**src/rtl/dm_port_arbiter.sv**
```systemverilog
// dm_port_arbiter
//   Shares one single-port, byte-addressed data memory between the CPU MEM
//   stage and a word-only debug/loader port. Each access goes through a
//   two-register pipeline:
//     cycle N   : arbitration, grant is combinational on the req inputs
//     cycle N+1 : stage 1 registers drive the DM (address, codes, data, we)
//     cycle N+2 : stage 2 registers present the load result or the
//                 misalignment pulse
//   A new access can be granted every cycle.
//
// Handshake: a requester holds *_req with its command fields stable. The
//   command is taken in any cycle where *_req and *_gnt are both high.
//   Nothing is stored for a request that is not granted. The requester
//   re-presents it in a later cycle. Responses are single-cycle pulses
//   (*_rvalid, cpu_adel, cpu_ades) with no back-pressure.
//
// Ports
//   clk, reset                     clock, synchronous active-high reset
//   cpu_req/we/size/unsigned/addr/wdata   CPU command
//   cpu_gnt, cpu_stall             CPU accept / stall
//   cpu_rvalid, cpu_rdata          CPU load response
//   cpu_adel, cpu_ades             CPU misaligned load / store pulses
//   dbg_req/we/addr/wdata          debug word command
//   dbg_gnt, dbg_rvalid, dbg_rdata debug accept / read response
//   dm_we, dm_din_store, dm_dout_load, dm_addr, dm_d_in   DM drive
//   dm_d_out                       DM combinational read data
module dm_port_arbiter #(
  parameter int ADDR_W     = 32,
  parameter int DATA_W     = 32,
  parameter int STARVE_MAX = 4
) (
  input  logic              clk,
  input  logic              reset,
  input  logic              cpu_req,
  input  logic              cpu_we,
  input  logic [1:0]        cpu_size,
  input  logic              cpu_unsigned,
  input  logic [ADDR_W-1:0] cpu_addr,
  input  logic [DATA_W-1:0] cpu_wdata,
  output logic              cpu_gnt,
  output logic              cpu_stall,
  output logic              cpu_rvalid,
  output logic [DATA_W-1:0] cpu_rdata,
  output logic              cpu_adel,
  output logic              cpu_ades,
  input  logic              dbg_req,
  input  logic              dbg_we,
  input  logic [ADDR_W-1:0] dbg_addr,
  input  logic [DATA_W-1:0] dbg_wdata,
  output logic              dbg_gnt,
  output logic              dbg_rvalid,
  output logic [DATA_W-1:0] dbg_rdata,
  output logic              dm_we,
  output logic [1:0]        dm_din_store,
  output logic [2:0]        dm_dout_load,
  output logic [ADDR_W-1:0] dm_addr,
  output logic [DATA_W-1:0] dm_d_in,
  input  logic [DATA_W-1:0] dm_d_out
);

  localparam int CNT_W = $clog2(STARVE_MAX + 1);
  localparam logic [CNT_W-1:0] STARVE_LIM = CNT_W'(STARVE_MAX);
  localparam logic [ADDR_W-1:0] WORD_MASK = {{(ADDR_W-2){1'b1}}, 2'b00};

  // ---------------------------------------------------------------------
  // Arbitration
  // ---------------------------------------------------------------------
  logic [CNT_W-1:0] starve_cnt;
  logic             dbg_win;

  // Debug normally yields to the CPU. Once it has been denied STARVE_MAX
  // cycles in a row, it takes the slot even against a CPU request.
  assign dbg_win   = dbg_req & (~cpu_req | (starve_cnt == STARVE_LIM));
  assign dbg_gnt   = ~reset & dbg_win;
  assign cpu_gnt   = ~reset & cpu_req & ~dbg_win;
  assign cpu_stall = ~reset & cpu_req & ~cpu_gnt;

  always_ff @(posedge clk) begin
    if (reset) begin
      starve_cnt <= '0;
    end else if (dbg_req & ~dbg_gnt) begin
      if (starve_cnt != STARVE_LIM) starve_cnt <= starve_cnt + 1'b1;
    end else begin
      starve_cnt <= '0;
    end
  end

  // ---------------------------------------------------------------------
  // CPU command decode (size 11 behaves as word)
  // ---------------------------------------------------------------------
  logic [1:0] cpu_size_n;
  logic       cpu_mis;

  assign cpu_size_n = (cpu_size == 2'b11) ? 2'b00 : cpu_size;
  assign cpu_mis    = ((cpu_size_n == 2'b00) & (cpu_addr[1:0] != 2'b00)) |
                      ((cpu_size_n == 2'b01) & cpu_addr[0]);

  // ---------------------------------------------------------------------
  // Stage 1: granted command, drives the DM during cycle N+1.
  // Fields are cleared when no grant happens, so an idle stage drives zeros.
  // ---------------------------------------------------------------------
  logic              s1_valid;
  logic              s1_dbg;
  logic              s1_we;
  logic [1:0]        s1_size;
  logic              s1_uns;
  logic              s1_mis;
  logic [ADDR_W-1:0] s1_addr;
  logic [DATA_W-1:0] s1_wdata;

  always_ff @(posedge clk) begin
    if (reset) begin
      s1_valid <= 1'b0;
      s1_dbg   <= 1'b0;
      s1_we    <= 1'b0;
      s1_size  <= 2'b00;
      s1_uns   <= 1'b0;
      s1_mis   <= 1'b0;
      s1_addr  <= '0;
      s1_wdata <= '0;
    end else if (dbg_gnt) begin
      s1_valid <= 1'b1;
      s1_dbg   <= 1'b1;
      s1_we    <= dbg_we;
      s1_size  <= 2'b00;
      s1_uns   <= 1'b0;
      s1_mis   <= 1'b0;
      s1_addr  <= dbg_addr & WORD_MASK;
      s1_wdata <= dbg_wdata;
    end else if (cpu_gnt) begin
      s1_valid <= 1'b1;
      s1_dbg   <= 1'b0;
      s1_we    <= cpu_we;
      s1_size  <= cpu_size_n;
      s1_uns   <= cpu_unsigned;
      s1_mis   <= cpu_mis;
      s1_addr  <= cpu_addr;
      s1_wdata <= cpu_wdata;
    end else begin
      s1_valid <= 1'b0;
      s1_dbg   <= 1'b0;
      s1_we    <= 1'b0;
      s1_size  <= 2'b00;
      s1_uns   <= 1'b0;
      s1_mis   <= 1'b0;
      s1_addr  <= '0;
      s1_wdata <= '0;
    end
  end

  // Read code: word 000, half 001/011, byte 010/100 (signed/unsigned).
  logic [2:0] load_code;

  always_comb begin
    load_code = 3'b000;
    case (s1_size)
      2'b01:   load_code = s1_uns ? 3'b011 : 3'b001;
      2'b10:   load_code = s1_uns ? 3'b100 : 3'b010;
      default: load_code = 3'b000;
    endcase
  end

  // A misaligned access keeps its slot but never writes the DM.
  assign dm_we        = s1_we & ~s1_mis;
  assign dm_addr      = s1_addr;
  assign dm_d_in      = s1_wdata;
  assign dm_din_store = s1_size;
  assign dm_dout_load = s1_we ? {1'b0, s1_size} : load_code;

  // ---------------------------------------------------------------------
  // Stage 2: response pulses in cycle N+2; rdata holds between responses.
  // ---------------------------------------------------------------------
  logic s1_load_ok;
  assign s1_load_ok = s1_valid & ~s1_we & ~s1_mis;

  always_ff @(posedge clk) begin
    if (reset) begin
      cpu_rvalid <= 1'b0;
      cpu_rdata  <= '0;
      cpu_adel   <= 1'b0;
      cpu_ades   <= 1'b0;
      dbg_rvalid <= 1'b0;
      dbg_rdata  <= '0;
    end else begin
      cpu_rvalid <= s1_load_ok & ~s1_dbg;
      dbg_rvalid <= s1_load_ok & s1_dbg;
      cpu_adel   <= s1_valid & ~s1_dbg & ~s1_we & s1_mis;
      cpu_ades   <= s1_valid & ~s1_dbg & s1_we & s1_mis;
      if (s1_load_ok & ~s1_dbg) cpu_rdata <= dm_d_out;
      if (s1_load_ok & s1_dbg)  dbg_rdata <= dm_d_out;
    end
  end

endmodule
```
**config.mk**
```make
export PLATFORM = sky130hd
export DESIGN_NAME = dm_port_arbiter
export DESIGN_NICKNAME = d
export VERILOG_FILES = /design/src/rtl/dm_port_arbiter.sv
export SDC_FILE = /design/constraint.sdc
export NUM_CORES = 1
export LEC_CHECK = 0
export BUFFER_PORTS_ARGS = -buffer_cell sky130_fd_sc_hd__buf_4
export CELL_PAD_IN_SITES_DETAIL_PLACEMENT = 1
export CELL_PAD_IN_SITES_GLOBAL_PLACEMENT = 2
export CORE_MARGIN = 8
export CORE_UTILIZATION = 22
export DETAILED_ROUTE_END_ITERATION = 6
export GPL_ROUTABILITY_DRIVEN = 0
export HOLD_SLACK_MARGIN = 0.1
export PLACE_DENSITY = 0.83
export SLEW_MARGIN = 20
export SYNTH_ARGS = -nofsm -noshare
export SYNTH_HDL_FRONTEND = slang
export SYNTH_SLANG_ARGS = --single-unit
export TNS_END_PERCENT = 100
```
**constraint.sdc**
```tcl
create_clock -name clk -period 2.2 [get_ports clk]
set_input_delay 0.44 -clock clk [delete_from_list [all_inputs] [get_ports clk]]
set_output_delay 0.44 -clock clk [all_outputs]
set_load 0.005 [all_outputs]
```
==> out/qor.yml <==
grt:
  grt_max_degree: 64
  use_met2_pct: 23.0
  grt_pass1_wl_mm: 33.2
  track_usage_pct: 14.7
  first_global_vias: 5856
  overflow: 0
  met3_usage_pct: 7.30
  busiest_layer: "met2"
  grtUsageMet1_pct: 17.7
  antenna_found_initial: 0
clocking:
  cts_root_buf: "clkbuf_16"
  clk_pin_slew_ps: 60
  insertion_delay_ps: 410
  cts_sinks: 142
  cts_setup_buffers: 0
  ctsLongestPathBuffers: 2
  htreeDepth: 4
  cts_tree: "done"
  cts_buffers: 17
sta:
  fin_setup_tns_ps: 0
  hold_viol_final: 0
  slew_violations: 0
  finClkSkew_ps: 8.14
  rsz0062_at_grt: "no"
  worst_slew_pin_slew_ps: 723
  period_share_pct: 92.6
  finalSetupViolCount: 0
  max-slew-margin-rel_pct: 51.8
  post-route-min-period_ps: 2040
  fmax_mhz: 491
floorplanning:
  die_height_um: 170
  rows: 56
  start_util_pct: 22.2
  dieArea_sq_um: 28700
  die_w_um: 170
  ios: 310
  core_sq_um: 23300
pwr:
  p_leak_nw: 3.70
  ir_drop_mv: 0.479
  p_clk_share_pct: 44.8
  p_int_mw: 4.72
  power_switching_mw: 1.69
  p_sw_share_pct: 26.4
  power.density_nw_per_um2: 765
  seqPwrFrac_pct: 42.8
  finalPower_mw: 6.41
  p_comb_share_pct: 12.5
worst_hold_path:
  hold_class: "input port to register"
synth:
  synth_warnings: 0
  synth_nets: 809
  syn_inst: 635
  ys_types: 24
  synth.avg_cell_area_sq_um: 8.17
  netlist_area_sq_um: 5190
  ys_ff_latch: 142
  ys_seq_area_share_pct: 54.8
run:
  drv_cap: 0
cells_and_area:
  nets: 1090
  final_util_pct: 35.9
  drive_gt1_share_pct: 38.5
  area_growth_pct: 61.5
  antenna_cells: 0
  nFillCells: 2816
  fin_area_sq_um: 8380
critical_path:
  cp_max_fo: 4
  cp_slowest_cell: "dfxtp_1"
  path_buf_inv: 2
  criticalPathCategory: "register to output pin"
  cp_top_family: "flip-flops"
  worst_ep_arrival_time_ps: 1600
  cp.required_ps: 1760
  slowest_delay_ps: 360
  path_cells: "inv_1 > ha_2 > a21bo_2 > and3_1 > buf_4"
  crit_path_end_kind: "output pin"
  cp-start-kind: "register"
detailed_routing:
  drc_errors: 0
  firstDrtPassIters: 6
  wl_mm: 22.0
  vias: 5532
  detail_route.wl_per_cell_um: 17.6
  postRouteAntennaNets: 0
  drt-initial-drc-count: 264
  vias_per_cell: 4.43
outcome:
  status: "complete, no violations"
placed_design:
  hpwl_mm: 15.7
  io_buffer_count: 307
  placed_area_sq_um: 7800
-- worst register-to-register path: cells and delay by family (launching register included) --
kind,cells,cell delay [ps]
flip-flops,1,440
AO/OA/AOI/OAI,1,60
buffers and inverters,1,260
AND/OR/NAND/NOR,2,700
-- registers in the layout (all words and copies together) (netlist names), 2 cells and up --
register      count
dbg_rdata        32
starve_cnt        3
dm_din_store      2
dm_addr          32
dm_d_in          32
cpu_rdata        32
-- final cells by class --
type / instances / area (sq um) / area share [%]
Timing Repair Buffer: 321 / 2450 / 29.2
Clock buffer: 17 / 425 / 5.08
Sequential cell: 142 / 2840 / 33.9
Tap cell: 319 / 399 / 4.76
Multi-Input combinational cell: 428 / 2090 / 24.9
Inverter: 6 / 22.5 / 0.269
Clock inverter: 15 / 153 / 1.82
-- power by group through the flow --
stage | Sequential [mW] | Clock [mW] | Combinational (mW)
2_1_floorplan | 2.80 | 0 | 0.272
3_3_place_gp | 2.80 | 0 | 0.803
3_5_place_dp | 2.80 | 0 | 0.812
4_1_cts | 2.74 | 2.98 | 0.813
5_1_grt | 2.75 | 3.06 | 0.878
6_report | 2.74 | 2.87 | 0.798
-- cell usage after synthesis --
master,instances,share of area (%)
dfxtp_1,142,55
nand2_1,132,9.6
nand3_1,129,12
a21oi_1,127,12
clkbuf_1,31,2.2
buf_2,16,1.5
nor2_1,12,0.87
buf_1,9,0.65
and3_1,6,0.72
inv_1,6,0.43
ha_1,5,1.2
buf_6,3,0.65
o21ai_0,3,0.29
a21boi_0,2,0.29
nor3_1,2,0.19
nor4bb_1,2,0.39
a21bo_2,1,0.19
and2_1,1,0.12
mux2i_1,1,0.19
nand3b_1,1,0.14
nand4bb_1,1,0.22
nor2b_1,1,0.12
nor4b_2,1,0.29
or4b_1,1,0.19
-- placed cells by master (no fill, tap or decap) --
cell type	synthesis	final
nor4bb_4	0	1
buf_12	0	3
clkbuf_16	0	17
ha_1	5	4
clkinv_2	0	1
buf_4	0	318
o21ai_0	3	3
nand3_2	0	1
dfxtp_1	142	142
nor2b_1	1	1
clkinvlp_4	0	3
nand4bb_1	1	1
a21bo_2	1	1
inv_1	6	6
nand3_1	129	128
and2_1	1	1
mux2i_1	1	1
nand3b_1	1	1
clkinv_4	0	2
nor4bb_1	2	1
nand2_1	132	132
inv_6	0	5
a21oi_1	127	127
a21boi_0	2	2
nor3_1	2	2
or4b_1	1	1
nor2_1	12	12
ha_2	0	1
nor4b_4	0	1
inv_8	0	3
bufinv_16	0	1
and3_1	6	6
-- what timing repair did --
action	4_1_cts	5_1_grt
gates resized for setup	0	1
hold buffers	0	0
setup endpoints to repair	0	1
-- cells by family after synthesis --
group | count (synthesis) | synth area share [%]
muxes | 1 | 0.193
and+or+nand+nor | 289 | 25.3
DFF | 142 | 54.8
buffers and inverters | 65 | 5.52
AOI/OAI and AO/OA | 133 | 13.0
adders and majority gates | 5 | 1.21
-- per-layer routing --
metal	vias to the layer above	routed length, um
met5	-	0
met4	0	288
met3	14	2240
met2	215	9680
met1	2596	9780
li1	2707	-
-- per-stage QoR --
stage | instances | hold slack, ps | setup WS [ps]
after floorplan | 635 | 417 | 437
after global placement | 1216 | 432 | 512
after detailed placement | 1216 | 438 | 517
after CTS | 1248 | 230 | 74.1
after global routing | 1248 | 242 | 57.6
final | 1248 | 256 | 163
-- final timing paths --
path,from,end,slack [ps],depth (start not counted)
worst min-delay path,cpu_unsigned,s1_uns$_SDFF_PP0_,260,2
worst min register to register,starve_cnt[0]$_SDFFE_PP0N_,starve_cnt[0]$_SDFFE_PP0N_,450,1
worst max register to register,s1_we$_SDFF_PP0_,cpu_rdata[26]$_SDFFE_PP0P_,600,4
worst max-delay path,starve_cnt[0]$_SDFFE_PP0N_,cpu_stall,160,5
(Power assumes the default switching activity.)
